===== src/rtl/sc_pkg.sv =====
// Shared types and constants for the stochastic-computing stages.
package sc_pkg;

  typedef enum logic {
    IDLE = 1'b0,
    RUN  = 1'b1
  } state_t;

  localparam int unsigned INWD_DEF = 8;

  // Stream length in bits for a given operand width.
  function automatic int unsigned stream_len(input int unsigned w);
    return 32'd1 << w;
  endfunction

endpackage


===== src/rtl/sobol_sng_ctrl.sv =====
// Sobol-driven stochastic number generator: operand in, 2^INWD-bit unipolar stream out.
// Optional per-stream ones counter and sticky mismatch flag under SOBOL_SNG_ONES_CNT_EN.
module sobol_sng_ctrl
  import sc_pkg::*;
#(
  parameter int unsigned INWD = INWD_DEF
) (
  input  logic            clk,
  input  logic            rst_n,
  input  logic            in_valid,
  output logic            in_ready,
  input  logic [INWD-1:0] in_data,
  input  logic [INWD-1:0] rng_seq,
  output logic            rng_enable,
  output logic            bit_out,
  output logic            bit_valid,
  input  logic            bit_ready,
  output logic            bit_last,
  output logic            busy
`ifdef SOBOL_SNG_ONES_CNT_EN
  ,
  output logic [INWD:0]   ones_cnt,
  output logic            cnt_err
`endif
);

  localparam int unsigned LEN = stream_len(INWD);
  localparam logic [INWD-1:0] CNT_MAX = INWD'(LEN - 1);

  state_t          state;
  state_t          state_nxt;
  logic [INWD-1:0] operand;
  logic [INWD-1:0] cnt;
  logic            adv;
  logic            step;
  logic            last_step;
  logic            accept;

  // A step is possible whenever the output register is empty or draining.
  assign adv       = ~bit_valid | bit_ready;
  assign step      = (state == RUN) && adv;
  assign last_step = step && (cnt == CNT_MAX);
  assign accept    = in_valid && in_ready;

  always_ff @(posedge clk or negedge rst_n) begin
    if (!rst_n) state <= IDLE;
    else        state <= state_nxt;
  end

  always_comb begin
    state_nxt = state;
    case (state)
      IDLE: if (accept) state_nxt = RUN;
      RUN:  if (last_step) state_nxt = accept ? RUN : IDLE;
      default: state_nxt = IDLE;
    endcase
  end

  always_comb begin
    in_ready   = 1'b0;
    rng_enable = 1'b0;
    busy       = bit_valid;
    case (state)
      IDLE: in_ready = 1'b1;
      RUN: begin
        in_ready   = last_step;
        rng_enable = adv;
        busy       = 1'b1;
      end
      default: in_ready = 1'b0;
    endcase
  end

  // Operand, sample index and the registered output bit.
  always_ff @(posedge clk or negedge rst_n) begin
    if (!rst_n) begin
      operand   <= '0;
      cnt       <= '0;
      bit_out   <= 1'b0;
      bit_valid <= 1'b0;
      bit_last  <= 1'b0;
    end else begin
      if (step) begin
        bit_out   <= (rng_seq < operand);
        bit_valid <= 1'b1;
        bit_last  <= (cnt == CNT_MAX);
        cnt       <= cnt + INWD'(1);
      end else if ((state == IDLE) && bit_valid && bit_ready) begin
        bit_valid <= 1'b0;
        bit_last  <= 1'b0;
      end
      if (accept) begin
        operand <= in_data;
        cnt     <= '0;
      end
    end
  end

`ifdef SOBOL_SNG_ONES_CNT_EN
  localparam int unsigned OW = INWD + 1;

  logic            xfer;
  logic            first_bit;
  logic [INWD-1:0] stream_op;
  logic [OW-1:0]   ones_nxt;

  assign xfer = bit_valid && bit_ready;

  // Count restarts on the first transferred bit of each stream.
  always_comb begin
    ones_nxt = (first_bit ? OW'(0) : ones_cnt) + OW'(bit_out);
  end

  // stream_op remembers the operand of the stream whose last bit is pending,
  // since a back-to-back handshake replaces operand before that bit drains.
  always_ff @(posedge clk or negedge rst_n) begin
    if (!rst_n) begin
      ones_cnt  <= '0;
      cnt_err   <= 1'b0;
      first_bit <= 1'b1;
      stream_op <= '0;
    end else begin
      if (last_step) stream_op <= operand;
      if (xfer) begin
        ones_cnt  <= ones_nxt;
        first_bit <= bit_last;
        if (bit_last && (ones_nxt != OW'(stream_op))) cnt_err <= 1'b1;
      end
    end
  end
`endif

endmodule


===== config.mk =====
export PLATFORM = sky130hd
export DESIGN_NAME = sobol_sng_ctrl
export DESIGN_NICKNAME = d
export VERILOG_FILES = /design/src/rtl/sc_pkg.sv /design/src/rtl/sobol_sng_ctrl.sv
export SDC_FILE = /design/constraint.sdc
export NUM_CORES = 1
export LEC_CHECK = 0
export CAP_MARGIN = 40
export CORE_ASPECT_RATIO = 1.2
export CORE_MARGIN = 2
export CORE_UTILIZATION = 25
export CTS_CLUSTER_SIZE = 8
export DETAILED_ROUTE_END_ITERATION = 10
export SYNTH_ARGS = -nofsm -noshare
export SYNTH_HDL_FRONTEND = slang
export SYNTH_SLANG_ARGS = --single-unit

===== constraint.sdc =====
create_clock -name clk -period 3.57 [get_ports clk]
set_clock_uncertainty 0.1 [all_clocks]
set_input_delay 0.5355 -clock clk [delete_from_list [all_inputs] [get_ports clk]]
set_output_delay 0.5355 -clock clk [all_outputs]
set_load 0.005 [all_outputs]

---- Word level (Yosys, flattened, before mapping) ----
Cells that the tools add are included.
storage, ports and cells
  ROM bits ................................ 0
  memory bits (writable) .................. 0
  memories ................................ 0
  register bits after elaboration ......... 20
  latch bits .............................. 0
  logic and storage cells ................. 30
  output and inout bits ................... 6
  bits of input ports ..................... 20
cells by class
  reduce and logical (&&, ||, !) cells .... 7
  eq/ne operators ......................... 1
  multipliers ............................. 0
  $lt $le $gt $ge ......................... 1
  add/sub/neg operators ................... 1
  bitwise logic cells ..................... 3
  divide/modulo/power cells ............... 0
  muxes and demuxes ....................... 11
  shift operators ......................... 0
operator list
  kind                                                            count
  8-bit 2-to-1 mux                                                2
  8-bit by 1-bit adder with 8-bit output (second input constant)  1
  8-bit equality test (second input constant)                     1
  8-bit < comparator                                              1
  1-bit 2-to-1 mux                                                7
  1-bit logical AND                                               5
  1-bit case mux with 2 select lines                              2
  2-bit nonzero test                                              2
  1-bit NOT                                                       2
  1-bit OR                                                        1

---- Logic depth before layout (Yosys ltp) ----
  word-level depth ........................ 9
  gate-level depth with buffers ........... 6
  depth with buffers taken out ............ 5

---- Worst setup path before layout ----
Ideal clock, no wire load.
  path kind ............................... in2reg
  start ................................... input bit_ready
  end ..................................... register operand[0]
  arrival time ............................ 1.605 ns
  setup time .............................. 0.125 ns
  data required time ...................... 3.345 ns
  buffers on the path ..................... 1
  stages .................................. 5
  path slack .............................. 1.740 ns
  cells stage by stage .................... nand2b_1 nand4_2 a21boi_4 buf_8 mux2_4
on the way
  longest elaborated chain between the ends .. 5
ends and longest elaborated chain
  element                             line                  text
  start: declaration                  sobol_sng_ctrl.sv:17  input logic bit_ready,
  1-bit OR                            sobol_sng_ctrl.sv:40  assign adv = ~bit_valid | bit_ready;
  1-bit logical AND                   sobol_sng_ctrl.sv:41  assign step = (state == RUN) && adv;
  1-bit logical AND                   sobol_sng_ctrl.sv:42  assign last_step = step && (cnt == CNT_MAX);
  1-bit case mux with 2 select lines  sobol_sng_ctrl.sv:63  case (state)
  1-bit logical AND                   sobol_sng_ctrl.sv:43  assign accept = in_valid && in_ready;
  end signal: assignment              sobol_sng_ctrl.sv:93  operand <= in_data;
  end: declaration                    sobol_sng_ctrl.sv:32  logic [INWD-1:0] operand;
Every way passes these cells.
A chain may end at the register's enable or synchronous reset.

---- Final worst setup path ----
  start ................................... input bit_ready
  end ..................................... output in_ready
on the way
  longest elaborated chain between the ends .. 4
ends and longest elaborated chain
  element                             line                  text
  1-bit OR                            sobol_sng_ctrl.sv:40
  1-bit logical AND                   sobol_sng_ctrl.sv:41
  1-bit logical AND                   sobol_sng_ctrl.sv:42
  1-bit case mux with 2 select lines  sobol_sng_ctrl.sv:63
  end: declaration                    sobol_sng_ctrl.sv:11  output logic in_ready,
Every way passes these cells.

==> flow_metrics.env <==
export IMPL_slew_viol_final=0
export IMPL_postCtsSetupBuffers=0
export IMPL_cts_tree="built"
export IMPL_p_int_mw=0.513
export IMPL_start_kind="primary input"
export IMPL_via_count=800
export IMPL_cp_end_kind="primary output"
export IMPL_final_common_cell="clkdlybuf4s50_1"
export IMPL_holdBufCountCts=0
export IMPL_clk_latency_ps=260
export IMPL_track_usage=0.0922
export IMPL_netlist_instances=100
export IMPL_final_util=0.348
export IMPL_drc=0
export IMPL_max_freq_ghz=0.361
export IMPL_grt_util_met2=0.169
export IMPL_synth_seq_cells=20
export IMPL_reg2reg_depth=5
export IMPL_hp_class="reg2reg"
export IMPL_start_util=0.257
export IMPL_synth_area_per_cell_sq_um=10.9
export IMPL_synthToLayoutAreaGrowth_pct=35.3
export IMPL_grt_overflow=0
export IMPL_cts_buffers=3
export IMPL_clkTransAtPathRegs_ps=80
export IMPL_grt_start_max_net_pins=15
export IMPL_antenna_cells=0
export IMPL_rows=26
export IMPL_antenna_found_initial=0
export IMPL_critPathMaxFanout=7
export IMPL_worst_pin_slew_ps=504
export IMPL_cts_sinks=20
export IMPL_grtUsageMet1=0.100
export IMPL_wl_microns=2130
export IMPL_ir_worst_vdd_mv=0.172
export IMPL_drive_gt1_frac=0.125
export IMPL_drt_first_iter_violations=20
export IMPL_rsz0062_at_grt="no"
export IMPL_cts_resized=0
export IMPL_relSlewSlack=0.663
export IMPL_placed_area_sq_mm=0.00140
export IMPL_nets=157
export IMPL_ys_types=28
export IMPL_cts_htree_levels=1
export IMPL_die_height_microns=76.2
export IMPL_post_dp_hpwl_microns=1740
export IMPL_synthTopCellsByArea="dfrtp_1 (46%), ha_1 (9.2%), mux2_4 (5.5%), mux2_2 (4.1%), inv_1 (3.5%)"
export IMPL_io_buffers=25
export IMPL_max_cap_viol_count=0
export IMPL_coreArea_sq_mm=0.00423
export IMPL_die_x_microns=64.2
export IMPL_grt_pass1_vias=811
export IMPL_status="finished clean"
export IMPL_finalInstanceArea_sq_mm=0.00147
export IMPL_drtPass1Iterations=4
export IMPL_power_share_sequential=0.453
export IMPL_layout_common_cells="clkdlybuf4s50_1 (25), dfrtp_1 (20), inv_1 (10), nor2_1 (10), ha_1 (8)"
export IMPL_power_density_mw_per_mm2=478
export IMPL_p_comb_frac=0.226
export IMPL_setup_violations=0
export IMPL_sw_frac_of_total=0.271
export IMPL_synthesis_nets=128
export IMPL_p_sw_mw=0.190
export IMPL_p_leak_nw=0.662
export IMPL_finalCritPeriodShare=0.776
export IMPL_synth_largest_area_cell="dfrtp_1"
export IMPL_yosys_warnings=0
export IMPL_yosysTopAreaCellShare=0.460
export IMPL_grt_busiest_layer="met2"
export IMPL_critPathArrivalTime_ps=2140
export IMPL_finalSetupTns_ps=0
export IMPL_critPathKind="in2out"
export IMPL_crit_required_ps=2930
export IMPL_pin_count=26
export IMPL_hold_viol=0
export IMPL_fillers=458
export IMPL_syn_area_sq_mm=0.00109
export IMPL_clock_path_buffers=2
export IMPL_drtAntennaViolNets=0
export IMPL_holdPathStages=2
export IMPL_period_needed_ps=2770
export IMPL_root_buffer="clkbuf_8"
export IMPL_die_area_sq_mm=0.00489
export IMPL_vias_per_cell=4.35
export IMPL_ys_seq_area_frac=0.460
export IMPL_wire_per_inst_microns=11.6
export IMPL_routabilityCongestion=0.746
export IMPL_grt_pass1_wl_microns=3550
export IMPL_p_clk_frac=0.321
export IMPL_met3_usage=0.0384
-- sequential cells by signal (all words and copies together) (netlist names) --
signal,count
cnt,8
bit_valid,1
state,1
bit_last,1
bit_out,1
operand,8
-- metrics by stage --
| stage | power [mW] | hold slack (ps) | worst slack [ps] | instances |
|---|---|---|---|---|
| 3_5_place_dp | 0.483 | 388 | 793 | 180 |
| 2_1_floorplan | 0.417 | 140 | 1740 | 100 |
| 3_3_place_gp | 0.472 | 381 | 837 | 179 |
| 5_1_grt | 0.747 | 440 | 714 | 184 |
| 4_1_cts | 0.714 | 407 | 791 | 184 |
| 6_report | 0.704 | 397 | 799 | 184 |
-- power groups by stage --
| stage | Sequential (mW) | Combinational (mW) | Clock, mW |
|---|---|---|---|
| 2_1_floorplan | 0.311 | 0.107 | 0 |
| 3_5_place_dp | 0.322 | 0.162 | 0 |
| 4_1_cts | 0.317 | 0.163 | 0.234 |
| 6_report | 0.319 | 0.159 | 0.226 |
| 5_1_grt | 0.324 | 0.180 | 0.244 |
| 3_3_place_gp | 0.318 | 0.154 | 0 |
-- final timing paths --
check	startpoint	to	slack (ps)
max	bit_ready	in_ready	800
min	bit_out	bit_out	400
max reg2reg	cnt[0]	operand[3]	1530
min reg2reg	bit_out	bit_out	400
max in group asynchronous	rst_n	cnt[4]	2440
min in group asynchronous	rst_n	cnt[0]	490
-- worst max-delay path, cell delays in order --
cell             delay (ps)
clkdlybuf4s50_1         480
nand2b_1                270
nand4_2                 200
nand2_1                 140
clkdlybuf4s50_1         510
-- routing by layer --
| metal | wire (microns) | vias to the layer above |
|---|---|---|
| met1 | 916 | 380 |
| met3 | 127 | 2 |
| met5 | 0 | - |
| li1 | - | 397 |
| met4 | 4 | 0 |
| met2 | 1080 | 21 |
-- Yosys cell counts (all sizes together) --
master	count
nand4	3
nor4	1
and2	1
mux2	8
buf	2
and4	1
dfrtp	20
a211oi	3
nand2	7
nand3	5
o211ai	1
a21boi	1
xor2	4
nor2b	2
nor4b	1
o41ai	1
xnor2	3
nor2	10
a21oi	1
inv	10
o21ai	2
nand2b	3
nor3	1
and3	1
ha	8
-- cell type report --
| type | instances | area, sq um | area share |
|---|---|---|---|
| Clock buffer | 3 | 41.3 | 0.0281 |
| Clock inverter | 1 | 30.0 | 0.0204 |
| Inverter | 10 | 37.5 | 0.0255 |
| Multi-Input combinational cell | 68 | 527 | 0.358 |
| Sequential cell | 20 | 500 | 0.340 |
| Tap cell | 56 | 70.1 | 0.0476 |
| Timing Repair Buffer | 26 | 265 | 0.180 |
-- logic make-up (layout without fill, tap and decap cells) --
logic type / after synthesis / after routing / synth area share
simple gates: 36 / 36 / 0.173
flops: 20 / 20 / 0.460
buf+inv: 12 / 40 / 0.0552
compound gates: 9 / 9 / 0.0667
fa+ha+maj: 8 / 8 / 0.0921
mux: 8 / 8 / 0.0967
xor+xnor: 7 / 7 / 0.0564
No activity file was read; power rests on OpenSTA's default activity.
